[src/rtl/pc_fetch_sequencer.sv]
// PC fetch sequencer: issues word-aligned fetch addresses to the core,
// follows redirects, counts accepted fetches and halts at END_PC.
module pc_fetch_sequencer #(
  parameter logic [31:0] RESET_PC = 32'h0000_0000,
  parameter logic [31:0] END_PC   = 32'h0000_00FC,
  parameter int          COUNT_W  = 16
) (
  input  logic               clk,
  input  logic               reset,
  input  logic               start,
  input  logic               fetch_ready,
  input  logic               redirect_valid,
  input  logic [31:0]        redirect_pc,
  output logic               fetch_valid,
  output logic [31:0]        fetch_pc,
  output logic [COUNT_W-1:0] fetch_count,
  output logic               halted,
  output logic               misalign_err
);

  typedef enum logic [1:0] {
    S_IDLE,
    S_FETCH,
    S_HALT,
    S_ERROR
  } state_t;

  state_t               r_state;
  state_t               w_next;
  logic [31:0]          r_pc;
  logic [31:0]          w_pc_next;
  logic [COUNT_W-1:0]   r_count;
  logic                 r_valid;
  logic                 r_halted;
  logic                 r_err;
  logic                 w_xfer;
  logic                 w_misalign;
  logic                 w_cnt_sat;

  assign w_xfer     = (r_state == S_FETCH) && fetch_ready;
  assign w_misalign = redirect_pc[1:0] != 2'b00;
  assign w_cnt_sat  = &r_count;

  always_comb begin
    w_next    = r_state;
    w_pc_next = r_pc;
    unique case (r_state)
      S_IDLE: begin
        w_pc_next = RESET_PC;
        if (start) w_next = S_FETCH;
      end
      S_FETCH: begin
        unique case (1'b1)
          redirect_valid && w_misalign: begin
            w_next = S_ERROR;
          end
          redirect_valid && !w_misalign: begin
            w_pc_next = redirect_pc;
          end
          !redirect_valid && w_xfer && (r_pc == END_PC): begin
            w_next = S_HALT;
          end
          !redirect_valid && w_xfer && (r_pc != END_PC): begin
            w_pc_next = r_pc + 32'd4;
          end
          default: begin
            w_pc_next = r_pc;
          end
        endcase
      end
      S_HALT:  w_next = S_HALT;
      S_ERROR: w_next = S_ERROR;
      default: w_next = S_IDLE;
    endcase
  end

  always_ff @(posedge clk or negedge reset) begin
    if (!reset) begin
      r_state  <= S_IDLE;
      r_pc     <= RESET_PC;
      r_count  <= '0;
      r_valid  <= 1'b0;
      r_halted <= 1'b0;
      r_err    <= 1'b0;
    end else begin
      r_state  <= w_next;
      r_pc     <= w_pc_next;
      r_valid  <= (w_next == S_FETCH);
      r_halted <= (w_next == S_HALT);
      r_err    <= (w_next == S_ERROR);
      if (w_xfer && !w_cnt_sat) r_count <= r_count + COUNT_W'(1);
    end
  end

  assign fetch_valid  = r_valid;
  assign fetch_pc     = r_pc;
  assign fetch_count  = r_count;
  assign halted       = r_halted;
  assign misalign_err = r_err;

endmodule

[config.mk]
export PLATFORM = sky130hd
export DESIGN_NAME = pc_fetch_sequencer
export DESIGN_NICKNAME = d
export VERILOG_FILES = /design/src/rtl/pc_fetch_sequencer.sv
export SDC_FILE = /design/constraint.sdc
export NUM_CORES = 1
export LEC_CHECK = 0
export BUFFER_PORTS_ARGS = -buffer_cell sky130_fd_sc_hd__buf_4
export CAP_MARGIN = 15
export CORE_ASPECT_RATIO = 1.2
export CORE_MARGIN = 4
export CORE_UTILIZATION = 35
export CTS_CLUSTER_SIZE = 8
export DETAILED_ROUTE_END_ITERATION = 7
export HOLD_SLACK_MARGIN = 0.1
export PLACE_DENSITY_LB_ADDON = 0.2
export SETUP_SLACK_MARGIN = 0.3
export SYNTH_ARGS = -nofsm -noshare
export SYNTH_HDL_FRONTEND = slang
export SYNTH_SLANG_ARGS = --single-unit
[constraint.sdc]
create_clock -name clk -period 1.7 [get_ports clk]
set_input_delay 0.51 -clock clk [delete_from_list [all_inputs] [get_ports clk]]
set_output_delay 0.51 -clock clk [all_outputs]
set_load 0.05 [all_outputs]
======== Yosys cells after proc, flatten, opt, wreduce, memory -nomap -nowiden ========
Cells that the tools add are included.
cells by class
  add/sub/neg operators ................... 2
  equal/unequal tests ..................... 9
  mux-type cells .......................... 5
  reduce and logical (&&, ||, !) cells .... 15
operator list
  cell                     count
  $pmux W32 S2             2
  $add A32 B3 Y32 const B  1
  $eq A32 B8 Y1 const B    1
  $ne A32 B8 Y1 const B    1
  $add A16 B1 Y16 const B  1
  $reduce_and A16 Y1       1
  $eq A2 B2 Y1 const B     4
  $pmux W2 S4              1
  $logic_and A1 B1 Y1      7
  $eq A2 B1 Y1 const B     2
  $pmux W2 S2              1
  $reduce_bool A2 Y1       2
  $logic_not A1 Y1         3
  $ne A3 B1 Y1 const B     1
  $logic_not A2 Y1         1
  $mux W2                  1
  $reduce_and A2 Y1        1
storage, ports and cells
  bits in registers ....................... 53
  output and inout port bits .............. 51

======== Logic depth before layout (Yosys ltp) ========
Gate-level depths: netlist of the first run.
  word-level depth ........................ 7
  depth in mapped cells ................... 9

======== Worst setup path after synthesis of the first run ========
Ideal clock, no wire load.
  path kind ............................... register -> register
  start ................................... register r_pc[2], in the netlist fetch_pc[2]
  end ..................................... register r_pc[16], in the netlist fetch_pc[16]
  setup time .............................. 0.126 ns
  data arrival time ....................... 2.033 ns
  required time ........................... 1.574 ns
  path slack .............................. -0.459 ns
  stages on the path, launching flop included .. 7
  path buffers ............................ 0
  period minus slack after synthesis ...... 2.159 ns
  cells stage by stage .................... dfrtp_1 ha_1 nand2_1 nor4_2 nand3_1 a21o_1 a221o_1
between the ends
  longest elaborated chain between the ends .. 4
  elaborated cells on any way between the ends .. 7
  those cells by class .................... add/sub: 1; eq/ne: 2; mux: 2; reduce/logical: 2
RTL lines
  what                                                                     line  source
  start: declaration                                                       30    logic [31:0] r_pc;
  start signal: assignment                                                 87    r_pc <= w_pc_next;
  parallel branches: the longest is 4 deep, another holds $add A32 B3 Y32  -
Parallel ways; which one is timed is not known.
A chain may end at the register's enable or synchronous reset.

======== Final worst setup path of the first run ========
  start ................................... register r_pc[9], in the netlist fetch_pc[9]
  end ..................................... register r_pc[31], in the netlist fetch_pc[31]
The elaborated chain is that of the path after synthesis.

==> impl_metrics.toml, run 1 <==
[layout]
stdcell_count = 682
area_growth_pct = 103
final_nets = 603
final_area_mm2 = 0.00627
layout-drive-gt1-share = 0.660
antennaDiodeCount = 0

[global_route]
met1_usage = 0.292
grt_use_met2 = 0.396
grt_util_met3 = 0.0489
antenna_found_initial = 0
grt_pass1_vias = 3787
globalRouteTotalUtil = 0.233
grt_max_degree = 36
grt_pass1_wl_um = 19500
grt-ovfl-total = 0
gr-max-usage-layer = "met2"

[synthesis]
ys_seq_elements = 53
synthMuxAreaShare = 0.0198
synthAdderAreaFrac = 0.00810
syn_avg_cell_area_um2 = 9.34
syn_inst = 331
ys_types = 47
synth_xor_area_frac = 0.0425
synthesis.area_mm2 = 0.00309
synth_top_family_by_area = "simple AND/OR/NAND/NOR gates"
yosys.area_share.simple = 0.270
syn_nets = 370
synth_compound_area_frac = 0.192
synth_warnings = 0
ys_seq_area_frac = 0.429

[sta]
slew_headroom = 0.754
clock.fmax_mhz = 499
finalCriticalPeriod_ns = 2.01
slew_violations = 0
skew_ns = 0.0103
period_share = 1.18
rsz0062_at_grt = "yes"
setup_ws_ns = -0.306
whs_ns = 0.413
tightest_slew_ns = 0.369
hold_viol = 0
setup_violations = 30

[critical_path]
slowest_delay_ns = 0.44
crit_type = "reg2reg"
cp-end-kind = "flip-flop"
worstPathArrival_ns = 2.21
cp_max_fo = 4
ff2ff_path_depth = 8
cpMostUsedCell = "buf_4"
rrSetupSlack_ns = -0.31
cp_slowest_cell = "dfrtp_2"
start_kind = "flip-flop"
required_ns = 1.91
crit_chain = "nor4_4 > buf_4 > and4_4 > and3_4 > buf_4 > nor3_1 > a22oi_1 > o2bb2ai_4"

[die]
initial_core_util = 0.359
num_rows = 37
die_y_um = 111
die-area_mm2 = 0.0104
core_mm2 = 0.00861
io_pins = 88
fp.dieW_um = 93.8

[clock_tree]
root_buffer = "clkbuf_8"
cts-htree-levels = 2
clkSinkCount = 53
cts.reportedPaths.clkPinSlew_ns = 0.11
clock_latency_ns = 0.32
cts_buffers = 5
cts_tree = "yes"
cts_buffer_depth = 2

[worst_hold_path]
min_path_type = "in2reg"
min_path_cells = 2

[detailed_routing]
wl_per_cell_um = 19.3
drcViolationCount = 0
final_antenna_net_count = 0
dr.pass1.iters = 4
wl_um = 13200
drt-initial-drc-count = 225
via_per_inst = 5.49
via_count = 3745

[placed_design]
numPortBuffers = 87
placed_area_mm2 = 0.00466
placed_cells_incl_taps = 609
hpwl_um = 8130
preCtsSetupSlack_ns = -0.315
place.gp.congestion = 0.887

[outcome]
violations = "negative setup slack"
status = "finished, violations left"

[pwr]
p_leak_uw = 0.00282
ir_worst_vdd_uv = 345
finalPower_uw = 2580
power.density_mw_per_mm2 = 411

[run]
max_cap_viol_count = 0
-- critical path, delay by kind of cell, from the launching register on --
family / cells / cell delay (ns)
and+or+nand+nor: 4 / 0.79
DFF: 1 / 0.44
AOI/OAI and AO/OA: 2 / 0.36
buffers and inverters: 2 / 0.29
-- Yosys cell counts, drive strengths merged --
| library cell | count | share of area |
|---|---|---|
| o2bb2ai | 12 | 0.034 |
| nand3 | 17 | 0.029 |
| mux2i | 5 | 0.016 |
| a31oi | 3 | 0.011 |
| a221o | 8 | 0.026 |
| nand3b | 1 | 0.0065 |
| o21ai | 19 | 0.034 |
| xnor2 | 10 | 0.028 |
| a22oi | 3 | 0.0073 |
| inv | 9 | 0.011 |
| xor2 | 5 | 0.014 |
| nor3 | 18 | 0.029 |
| nand2 | 31 | 0.038 |
| nor3b | 4 | 0.0097 |
| nand4 | 16 | 0.034 |
| dfrtp | 53 | 0.43 |
| nor4 | 12 | 0.037 |
| and4 | 5 | 0.015 |
| and2 | 4 | 0.0081 |
| nor2 | 33 | 0.043 |
| a21o | 8 | 0.019 |
| o41ai | 1 | 0.0053 |
| o31ai | 1 | 0.0024 |
| or2 | 2 | 0.0040 |
| clkbuf | 2 | 0.0028 |
| nor2b | 1 | 0.0020 |
| mux2 | 1 | 0.0036 |
| o22ai | 4 | 0.0081 |
| and3 | 7 | 0.014 |
| o211ai | 2 | 0.0049 |
| buf | 10 | 0.024 |
| ha | 2 | 0.0081 |
| a21oi | 22 | 0.039 |
-- layer usage --
metal | wire (µm) | share of wire | vias up
met1 | 4890 | 0.37 | 1818
met4 | 486 | 0.037 | 0
met5 | 0 | 0 | -
li1 | - | - | 1710
met3 | 990 | 0.075 | 45
met2 | 6800 | 0.52 | 172
-- sequential cells by signal, indices dropped and copies added, names as in the netlist --
| register | count |
|---|---|
| fetch_count | 16 |
| fetch_pc | 32 |
| fetch_valid | 1 |
| halted | 1 |
| misalign_err | 1 |
| r_state | 2 |
-- area by class of cell --
cell class                 instances  area [µm²]
sequential                        53        1380
tap                              117         146
clock buffer                       6        82.6
inverter                           9        33.8
timing repair buffer             238        2470
clock inverter                     2        37.5
fill                             603        2340
multi-input combinational        257        2120
-- final timing paths --
check / start / end
max in group asynchronous: reset / fetch_pc[22]$_DFFE_PN0P_
worst max register to register: fetch_pc[9]$_DFFE_PN0P_ / fetch_pc[31]$_DFFE_PN0P_
worst min register to register: fetch_count[10]$_DFFE_PN0P_ / fetch_count[10]$_DFFE_PN0P_
worst max-delay path: fetch_pc[9]$_DFFE_PN0P_ / fetch_pc[31]$_DFFE_PN0P_
min in group asynchronous: reset / fetch_pc[18]$_DFFE_PN0P_
worst min-delay path: redirect_pc[18] / fetch_pc[18]$_DFFE_PN0P_
-- what timing repair did --
action | CTS | global route
cloned | 0 | 2
buffers inserted | 33 | 29
resized for setup | 163 | 71
pin swaps | 30 | 33
endpoints found under the hold margin | 18 | 0
endpoints found under the setup margin | 97 | 100
hold buffers | 1 | 0
-- cell usage in the layout (no fill, tap or decap), drive strengths merged, types with 5 or more instances in the layout --
master | synthesis | layout
nand4 | 16 | 16
a221o | 8 | 8
dfrtp | 53 | 53
o2bb2ai | 12 | 12
nor3 | 18 | 18
and3 | 7 | 7
mux2i | 5 | 5
nor2 | 33 | 33
and4 | 5 | 5
a21oi | 22 | 22
clkbuf | 2 | 8
o21ai | 19 | 19
xor2 | 5 | 5
nand2 | 31 | 31
xnor2 | 10 | 10
inv | 9 | 9
nand3 | 17 | 17
nor4 | 12 | 12
a21o | 8 | 8
buf | 10 | 235
-- where the power goes --
| group | switching (µW) | internal [µW] |
|---|---|---|
| registers | 18.9 | 1280 |
| clock network | 462 | 480 |
| logic | 169 | 168 |
| total | 651 | 1930 |
-- per-stage QoR --
stage,util,setup TNS (ns)
after global placement,0.541,-7.58
after detailed placement,0.541,-8.17
after global routing,0.729,-8.31
after floorplan,-,-5.93
after CTS,0.659,-6.15
final,0.729,-6.59
-- logic make-up (layout without fill, tap and decap cells) --
| group | count (synthesis) | count (layout) |
|---|---|---|
| adders and majority gates | 2 | 2 |
| xor gates and xnor gates | 15 | 15 |
| muxes | 6 | 6 |
| and+or+nand+nor | 151 | 151 |
| buffers and inverters | 21 | 255 |
| DFF | 53 | 53 |
| AOI/OAI and AO/OA | 83 | 83 |
(Power assumes the default switching activity.)
==> run 2, diff against run 1 <==
CORE_ASPECT_RATIO = 0.6   (was 1.2)
PLACE_DENSITY_LB_ADDON = 0.12   (was 0.2)
SKIP_CTS_REPAIR_TIMING = 1   (was not set)
==> impl_metrics.toml, run 2 (synthesis results as in run 1) <==
[outcome]
status = "finished, violations left"
violations = "negative setup slack"

[global_route]
grt_max_degree = 24
globalRouteTotalUtil = 0.215
grt_util_met3 = 0.0414
grt-ovfl-total = 0
grt_pass1_wl_um = 17300
antenna_found_initial = 0
grt_pass1_vias = 3210
met1_usage = 0.338
grt_use_met2 = 0.305
gr-max-usage-layer = "met1"

[clock_tree]
cts_buffer_depth = 2
cts_tree = "yes"
root_buffer = "clkbuf_16"
cts.reportedPaths.clkPinSlew_ns = 0.07
cts-htree-levels = 2
clkSinkCount = 53
clock_latency_ns = 0.30
cts_buffers = 5

[die]
io_pins = 88
initial_core_util = 0.361
fp.dieW_um = 129
core_mm2 = 0.00856
die-area_mm2 = 0.0104
num_rows = 26
die_y_um = 80.8

[sta]
setup_tns_ns = -8.35
rsz0062_at_grt = "yes"
tightest_slew_ns = 0.347
hold_viol = 0
slew_violations = 0
whs_ns = 0.101
setup_ws_ns = -0.358
setup_violations = 30
period_share = 1.21
slew_headroom = 0.766
clock.fmax_mhz = 486
skew_ns = 0.00864
finalCriticalPeriod_ns = 2.06

[pwr]
power.density_mw_per_mm2 = 455
p_leak_uw = 0.00275
finalPower_uw = 2810
ir_worst_vdd_uv = 359

[layout]
final_cell_mix = "buf_4 (119), buf_6 (57), dfrtp_2 (43), buf_8 (43), nor2_1 (25)"
stdcell_count = 666
area_growth_pct = 99.6
antennaDiodeCount = 0
final_nets = 593
layout-drive-gt1-share = 0.643
largest_reg_flops = 32
mostFrequentLayoutCell = "buf_4"

[critical_path]
cp-end-kind = "flip-flop"
start_kind = "flip-flop"
crit_type = "reg2reg"
slowest_delay_ns = 0.43
required_ns = 1.94
crit_chain = "nor4_4 > and4_4 > nand3_4 > buf_6 > a21oi_4 > clkbuf_16 > a21o_1 > a221o_1"
cp_num_buf_inv = 2
crit_family = "simple AND/OR/NAND/NOR gates"
cp_slowest_cell = "dfrtp_2"
cp_max_fo = 8
worstPathArrival_ns = 2.29

[placed_design]
preCtsSetupSlack_ns = -0.499
place.gp.congestion = 0.919
numPortBuffers = 87
hpwl_um = 8600
placed_cells_incl_taps = 618

[detailed_routing]
drt-initial-drc-count = 357
wl_um = 12900
wl_per_cell_um = 19.3
drcViolationCount = 0
via_per_inst = 5.45
dr.pass1.iters = 5
via_count = 3629
final_antenna_net_count = 0

[worst_hold_path]
min_path_type = "in2async"

[run]
max_cap_viol_count = 0
run 2: cell count changes in the layout (fill, tap and decap cells not counted), sizes merged:
cell,delta
buf,-10
clkinv,+1
clkinvlp,-1
dlygate4sd3,-1
run 2: routing by layer:
metal / routed length [µm] / part of all wire
met5: 0 / 0
met4: 84 / 0.0065
met3: 832 / 0.065
met2: 5680 / 0.44
met1: 6270 / 0.49
run 2: stage by stage:
step	instance area (µm²)	utilization
CTS	4940	0.578
global placement	4780	0.559
finish	6170	0.721
detailed placement	4780	0.559
floorplan	3270	-
global route	6170	0.721
run 2: area by class of cell:
cell class              instances  area (µm²)
clock buffers                   5         125
clock inverters                 2        35.0
fillers                       594        2390
inverters                       9        33.8
multi-input cells             257        2080
flip-flops and latches         53        1380
well taps                     112         140
repair buffers                228        2380
run 2: power breakdown:
| group | leakage, µW | internal [µW] | switching (µW) |
|---|---|---|---|
| registers | 0.000633 | 1280 | 16.4 |
| logic | 0.00204 | 171 | 171 |
| clock network | 0.0000797 | 686 | 489 |
| total | 0.00275 | 2130 | 676 |
run 2: final timing paths:
check,startpoint,end,slack (ns),depth (start not counted)
setup / recovery,fetch_pc[31]$_DFFE_PN0P_,fetch_pc[16]$_DFFE_PN0P_,-0.36,8
hold / removal,reset,fetch_count[9]$_DFFE_PN0P_,0.10,1
setup reg to reg,fetch_pc[31]$_DFFE_PN0P_,fetch_pc[16]$_DFFE_PN0P_,-0.36,8
hold reg to reg,fetch_count[4]$_DFFE_PN0P_,fetch_count[4]$_DFFE_PN0P_,0.52,1
max in group asynchronous,reset,fetch_pc[31]$_DFFE_PN0P_,1.17,2
min in group clk,redirect_pc[3],fetch_pc[3]$_DFFE_PN0P_,0.42,3
